<file path="src/rtl/bcd2421_pkg.sv">
// Shared types and constants for the BCD to 2421 sequencing controller.
package bcd2421_pkg;

    typedef enum logic [1:0] {
        IDLE = 2'd0,
        CONV = 2'd1,
        DONE = 2'd2
    } state_t;

    localparam int DIGIT_W = 4;

    localparam logic [DIGIT_W-1:0] BCD_MAX      = 4'd9;
    localparam logic [DIGIT_W-1:0] THRESH_2421  = 4'd5;
    localparam logic [DIGIT_W-1:0] OFFSET_2421  = 4'd6;
    localparam logic [DIGIT_W-1:0] CODE_INVALID = 4'b0000;

endpackage

</file>
<file path="src/rtl/bcd2421_digit.sv">
// Single-digit BCD to 2421 converter; flags digits above 9.
module bcd2421_digit
    import bcd2421_pkg::*;
(
    input  logic [DIGIT_W-1:0] bcd,
    output logic [DIGIT_W-1:0] code,
    output logic               err
);

    // Low digits pass through, high digits get the 2421 offset, illegal digits map to zero.
    always_comb begin
        code = CODE_INVALID;
        err  = 1'b0;
        if (bcd > BCD_MAX) begin
            err = 1'b1;
        end else if (bcd < THRESH_2421) begin
            code = bcd;
        end else begin
            code = bcd + OFFSET_2421;
        end
    end

endmodule

</file>
<file path="src/rtl/bcd2421_seq_ctrl.sv">
// Converts a packed BCD word to packed 2421, one digit per clock through a
// single shared digit converter, with valid/ready handshakes on both sides.
module bcd2421_seq_ctrl
    import bcd2421_pkg::*;
#(
    parameter int DIGITS = 4
) (
    input  logic                    clk,
    input  logic                    rst,
    input  logic                    in_valid,
    output logic                    in_ready,
    input  logic [4*DIGITS-1:0]     in_bcd,
    output logic                    out_valid,
    input  logic                    out_ready,
    output logic [4*DIGITS-1:0]     out_code,
    output logic [DIGITS-1:0]       out_err,
    output logic                    busy
);

    localparam int IDX_W = (DIGITS > 1) ? $clog2(DIGITS) : 1;
    localparam logic [IDX_W-1:0] IDX_LAST = IDX_W'(DIGITS - 1);

    state_t                  state;
    state_t                  state_nxt;
    logic [IDX_W-1:0]        idx;
    logic [4*DIGITS-1:0]     operand;
    logic [4*DIGITS-1:0]     code_q;
    logic [DIGITS-1:0]       err_q;
    logic [DIGIT_W-1:0]      dig_in;
    logic [DIGIT_W-1:0]      dig_code;
    logic                    dig_err;
    logic                    accept;

    bcd2421_digit u_digit (
        .bcd  (dig_in),
        .code (dig_code),
        .err  (dig_err)
    );

    // State register.
    always_ff @(posedge clk or posedge rst) begin
        if (rst) begin
            state <= IDLE;
        end else begin
            state <= state_nxt;
        end
    end

    // Next-state and handshake outputs.
    always_comb begin
        state_nxt = state;
        in_ready  = 1'b0;
        out_valid = 1'b0;
        busy      = 1'b0;
        accept    = 1'b0;
        case (state)
            IDLE: begin
                in_ready = 1'b1;
                if (in_valid) begin
                    accept    = 1'b1;
                    state_nxt = CONV;
                end
            end
            CONV: begin
                busy = 1'b1;
                if (idx == IDX_LAST) begin
                    state_nxt = DONE;
                end
            end
            DONE: begin
                busy      = 1'b1;
                out_valid = 1'b1;
                if (out_ready) begin
                    state_nxt = IDLE;
                end
            end
            default: begin
                state_nxt = IDLE;
            end
        endcase
    end

    // Route the digit selected by idx into the shared converter.
    always_comb begin
        dig_in = '0;
        for (int unsigned i = 0; i < DIGITS; i++) begin
            if (idx == i[IDX_W-1:0]) begin
                dig_in = operand[DIGIT_W*i +: DIGIT_W];
            end
        end
    end

    // Operand capture, slot-by-slot result writeback and digit index.
    always_ff @(posedge clk or posedge rst) begin
        if (rst) begin
            operand <= '0;
            code_q  <= '0;
            err_q   <= '0;
            idx     <= '0;
        end else if (accept) begin
            operand <= in_bcd;
            code_q  <= '0;
            err_q   <= '0;
            idx     <= '0;
        end else if (state == CONV) begin
            for (int unsigned i = 0; i < DIGITS; i++) begin
                if (idx == i[IDX_W-1:0]) begin
                    code_q[DIGIT_W*i +: DIGIT_W] <= dig_code;
                    err_q[i]                     <= dig_err;
                end
            end
            idx <= (idx == IDX_LAST) ? '0 : idx + 1'b1;
        end
    end

    assign out_code = code_q;
    assign out_err  = err_q;

endmodule

</file>
<file path="config.mk">
export PLATFORM = sky130hd
export DESIGN_NAME = bcd2421_seq_ctrl
export DESIGN_NICKNAME = d
export VERILOG_FILES = /design/src/rtl/bcd2421_pkg.sv /design/src/rtl/bcd2421_digit.sv /design/src/rtl/bcd2421_seq_ctrl.sv
export SDC_FILE = /design/constraint.sdc
export NUM_CORES = 1
export LEC_CHECK = 0
export BUFFER_PORTS_ARGS = -buffer_cell sky130_fd_sc_hd__buf_2
export CAP_MARGIN = 25
export CORE_ASPECT_RATIO = 0.7
export CORE_MARGIN = 2
export CORE_UTILIZATION = 30
export DETAILED_ROUTE_END_ITERATION = 16
export PLACE_DENSITY = 0.56
export SYNTH_ARGS = -nofsm -noshare
export SYNTH_HDL_FRONTEND = slang
export SYNTH_SLANG_ARGS = --single-unit
</file>
<file path="constraint.sdc">
create_clock -name clk -period 4.3 [get_ports clk]
set_input_delay 1.075 -clock clk [delete_from_list [all_inputs] [get_ports clk]]
set_output_delay 1.075 -clock clk [all_outputs]
set_load 0.01 [all_outputs]
</file>
## Yosys cells after proc, flatten, opt, wreduce, memory -nomap -nowiden

Index checks and enable logic that the tools add are counted.

| word-level totals | value |
|---|---|
| flip-flop bits (word level) | 40 |
| output and inout port bits | 23 |
| word-level logic and storage cells | 67 |
| bits of input ports | 20 |

| operators by class | value |
|---|---|
| $add $sub $neg | 2 |
| eq/ne operators | 8 |
| $lt $le $gt $ge | 2 |
| multiplexer cells | 31 |
| reductions and logical operators | 13 |

Operators by type and width:

| operator | count |
|---|---|
| $mux W4 | 12 |
| $mux W16 | 2 |
| $mux W2 | 6 |
| $mux W1 | 10 |
| $reduce_bool A2 Y1 | 5 |
| $reduce_and A2 Y1 | 4 |
| $eq A2 B2 Y1 const B | 3 |
| $ne A2 B2 Y1 const B | 3 |
| $pmux W2 S3 | 1 |
| $add A4 B3 Y4 const B | 1 |
| $eq A2 B1 Y1 const B | 2 |
| $gt A4 B4 Y1 const B | 1 |
| $logic_not A2 Y1 | 2 |
| $lt A4 B3 Y1 const B | 1 |
| $reduce_and A3 Y1 | 1 |
| $add A2 B1 Y2 const B | 1 |
| $reduce_or A2 Y1 | 1 |

## Depth between registers and ports, before layout

| depth | value |
|---|---|
| depth after elaboration | 11 |
| depth in mapped cells | 10 |
| depth with buffers taken out | 9 |

## Modules after synthesis

Synthesis repeated with hierarchy kept, for this count alone.

| unflattened totals | value |
|---|---|
| cells, all modules | 191 |
| area, all modules | 1979.4 µm² |

Modules (own cells, without submodules):

| module | cells an instance | times used | area an instance (µm²) | sequential area each (µm²) |
|---|---|---|---|---|
| bcd2421_seq_ctrl | 174 | 1 | 1844.3 | 1001.0 |
| bcd2421_digit | 17 | 1 | 135.1 | 0.0 |

## Worst setup path after synthesis

Ideal clock, no wire load.

| path | value |
|---|---|
| path kind | reg2reg |
| start point | register idx[0] |
| end point | register code_q[14], in the netlist out_code[14] |
| slack | 2.223 ns |
| stages on the path, launching flop included | 10 |
| path buffers | 1 |
| arrival time | 1.945 ns |
| setup time | 0.132 ns |
| data required time | 4.168 ns |
| clock period less this slack | 2.077 ns |
| cells stage by stage | dfrtp_1 > ha_1 > buf_2 > nand3b_1 > a211oi_2 > inv_2 > ha_1 > inv_1 > o22ai_2 > a21oi_1 |

| between the ends | value |
|---|---|
| longest elaborated chain between the ends | 11 |
| elaborated cells on any way between the ends | 18 |
| classes of those cells | add/sub: 1; order compare: 2; eq/ne: 3; mux: 9; reduce/logical: 3 |

RTL lines:

| item | line | source |
|---|---|---|
| start: declaration | bcd2421_seq_ctrl.sv:25 | `logic [IDX_W-1:0] idx;` |
| start signal: assignment | bcd2421_seq_ctrl.sv:112 | `idx <= (idx == IDX_LAST) ? '0 : idx + 1'b1;` |
| $logic_not A2 Y1 | bcd2421_seq_ctrl.sv:87 | `if (idx == i[IDX_W-1:0]) begin` |
| $mux W4 (4 in series) | bcd2421_seq_ctrl.sv:87 |  |
| $add A4 B3 Y4 / $lt A4 B3 Y1 (equally long branches) | bcd2421_digit.sv:19, bcd2421_digit.sv:16 |  |
| $mux W4 | bcd2421_digit.sv:16 | `end else if (bcd < THRESH_2421) begin` |
| $mux W4 | bcd2421_digit.sv:14 | `if (bcd > BCD_MAX) begin` |
| $mux W4 | bcd2421_seq_ctrl.sv:107 | `if (idx == i[IDX_W-1:0]) begin` |
| $mux W16 | bcd2421_seq_ctrl.sv:105 | `end else if (state == CONV) begin` |
| $mux W16 | bcd2421_seq_ctrl.sv:100 | `end else if (accept) begin` |
| end signal: indexed assignment | bcd2421_seq_ctrl.sv:108 | `code_q[DIGIT_W*i +: DIGIT_W] <= dig_code;` |
| end: declaration | bcd2421_seq_ctrl.sv:27 | `logic [4*DIGITS-1:0] code_q;` |

Parallel ways exist; a longest one is shown, timed or not. The select of a mux whose other input is x is not followed.
A chain may end at the register's enable or synchronous reset.

## Worst setup path in the final report

Same ends and word-level chain as after synthesis.

==> reports/metrics.cfg <==
[grt]
grt_usage = 0.141
grt_max_degree = 29
grt_pass1_vias = 1630
grt_pass1_wl_um = 8000
antenna_found_initial = 0
gr-total-overflow = 0

[finish]
finalNonFillerCells = 348
multi_input_area_um2 = 902
seq_area_um2 = 1000
antenna_cells = 0
num-fill-cells = 674
area_growth_pct = 23.0
drive_above_1_share = 0.257
nets = 284
final_cell_area_um2 = 2460

[clocking]
cts_tree = yes
clock_sinks = 40
clk_pin_slew_ns = 0.08
cts_max_path_buffers = 2
cts_buffers = 5
post-cts-setup-buffers = 0
clock_latency_ns = 0.30
h-tree-depth = 2
post_cts_resized = 0
cts_hold_buf = 0
ctsRootBufferMaster = clkbuf_8

[critical_path]
endpoint_kind = register
crit_required_ns = 4.47
reg2reg_slack_ns = 1.86
path_class = reg -> reg
slowest_delay_ns = 0.52
path_buf_inv = 2
cp_slowest_cell = ha_1
path_max_fanout = 15
critPathLaunchType = register
crit_arrival_ns = 2.61
crit_family = compound AO/OA/AOI/OAI gates
critical_path.cell_chain = ha_1 -> a211oi_1 -> a211oi_2 -> inv_2 -> ha_1 -> inv_1 -> o22ai_2 -> a21oi_1
crit_top_cell = ha_1

[synth]
yosys_most_used_dff = dfrtp_1
syn_area_um2 = 2000
syn_inst = 217
yosys_warnings = 0
synthArstFlopShare = 1.00
synth-seq-cells = 40
synth_nets = 245
synth_edf_count = 0
yosysTopAreaCellShare = 0.500
yosys-top-cells-count = nand2_1 (67), dfrtp_1 (40), a21oi_1 (21)
avgSynthCellArea_um2 = 9.23
synthTopCellsByArea = dfrtp_1 (50%), nand2_1 (13%), a21oi_1 (5.3%)
ys_seq_area_frac = 0.500
yosysMostFrequentCell = nand2_1
synth.distinct_cells = 33
yosys.area.top_type = dfrtp_1

[route]
route.met2.wl_um = 1930
wl_met3_um = 271
num_vias = 1600
drc_errors = 0
wl_met1_um = 2440
routed_wl_um = 4680
top_layer = met4
drtIter0Drc = 49
routedWlPerCell_um = 13.4
via_per_inst = 4.60
drt_pass1_iterations = 4
ant_nets = 0

[power_and_ir_drop]
p_int_mw = 1.16
p_comb_frac = 0.465
p_leak_nw = 1.22
switching_share = 0.401
power_density_nw_per_um2 = 784
clkPwrFrac = 0.223
seq_power_share = 0.312
p_sw_mw = 0.775
peakVddDrop_uv = 291

[sta]
finalCriticalPeriod_ns = 2.44
slew_violations = 0
relSlewSlack = 0.353
final.period_utilization = 0.568
hold_viol = 0
fmax_mhz = 410
skew_ns = 0.00784
rsz0062_at_grt = false
tns_ns = 0
tightest_slew_ns = 0.970
setup_viol = 0

[floorplanning]
die_area_um2 = 7350
coreArea_um2 = 6340
die-height_um = 72.3
start_util = 0.316
die_w_um = 102
rows = 24
ios = 43

[outcome]
outcome = completed

[worst_hold_path]
hp-class = reg -> reg

[place]
dp_cells = 340
dpl.hpwl_um = 3370
gp_congestion = 0.728
io_buffers = 42
placed_cell_area_um2 = 2300

[run]
drv_cap = 0

[registers in the layout, summed over array words and instances, names as in the netlist]
| name | flops |
|---|---|
| operand | 16 |
| out_err | 4 |
| idx | 2 |
| state | 2 |
| out_code | 16 |
[metrics by stage]
stage | power (mW) | setup slack [ns] | hold WS [ns] | util
after CTS | 1.95 | 1.84 | 0.487 | 0.389
after global placement | 1.50 | 1.92 | 0.461 | 0.359
after floorplan | 1.27 | 2.22 | 0.446 | -
after global routing | 2.09 | 1.65 | 0.503 | 0.389
final | 1.93 | 1.86 | 0.481 | 0.389
after detailed placement | 1.51 | 1.89 | 0.466 | 0.364
[routing by layer]
layer / GRT usage / vias up
li1: - / 793
met1: 0.206 / 762
met2: 0.204 / 40
met3: 0.0366 / 5
met4: 0.0405 / 0
met5: 0 / -
[final timing paths]
check	from	cells after the start	to
max in group asynchronous	rst	4	operand[14]
min in group asynchronous	rst	2	operand[0]
min	operand[1]	2	operand[1]
min reg2reg	operand[1]	2	operand[1]
max	idx[0]	8	out_code[14]
max reg2reg	idx[0]	8	out_code[14]
[worst register-to-register path, cell delays in order (launching register included)]
cell      delay, ns
dfrtp_1        0.42
ha_1           0.52
a211oi_1       0.11
a211oi_2       0.39
inv_2          0.13
ha_1           0.30
inv_1          0.04
o22ai_2        0.27
a21oi_1        0.12
[cell usage in the layout, fill, tap and decap left out, types with 2 or more instances in the layout]
cell        n
nand2_1    67
buf_2      42
dfrtp_1    40
a21oi_1    21
o21ai_0    14
inv_1      10
ha_1        8
clkbuf_8    5
and2_1      4
nand3b_1    4
nor2b_1     4
nor3b_1     4
nor2_1      4
or3_1       4
a211oi_2    3
bufinv_16   3
a211oi_1    2
a21oi_2     2
[final cells by class]
| cell class | count | share of cell area |
|---|---|---|
| Clock buffer | 5 | 0.0279 |
| Clock inverter | 3 | 0.0366 |
| Inverter | 11 | 0.0168 |
| Multi-Input combinational cell | 154 | 0.366 |
| Sequential cell | 40 | 0.407 |
| Tap cell | 91 | 0.0462 |
| Timing Repair Buffer | 44 | 0.0996 |
[power by group through the flow]
stage / combinational (mW) / clock (mW) / sequential [mW]
floorplan: 0.658 / 0 / 0.615
global placement: 0.885 / 0 / 0.611
detailed placement: 0.907 / 0 / 0.608
CTS: 0.910 / 0.438 / 0.604
global route: 1.01 / 0.458 / 0.619
finish: 0.898 / 0.430 / 0.603
[kinds of logic (layout without fill, tap and decap cells)]
kind of cell / Yosys count / in the layout / share of synthesized area
AO/OA/AOI/OAI: 49 / 49 / 0.169
AND/OR/NAND/NOR: 95 / 95 / 0.222
multiplexers: 1 / 1 / 0.00500
adder cells (fa/ha/maj): 8 / 8 / 0.0500
XOR/XNOR: 1 / 1 / 0.00438
buffers and inverters: 23 / 63 / 0.0494
flip-flops: 40 / 40 / 0.500
No activity file was read; power rests on OpenSTA's default activity.
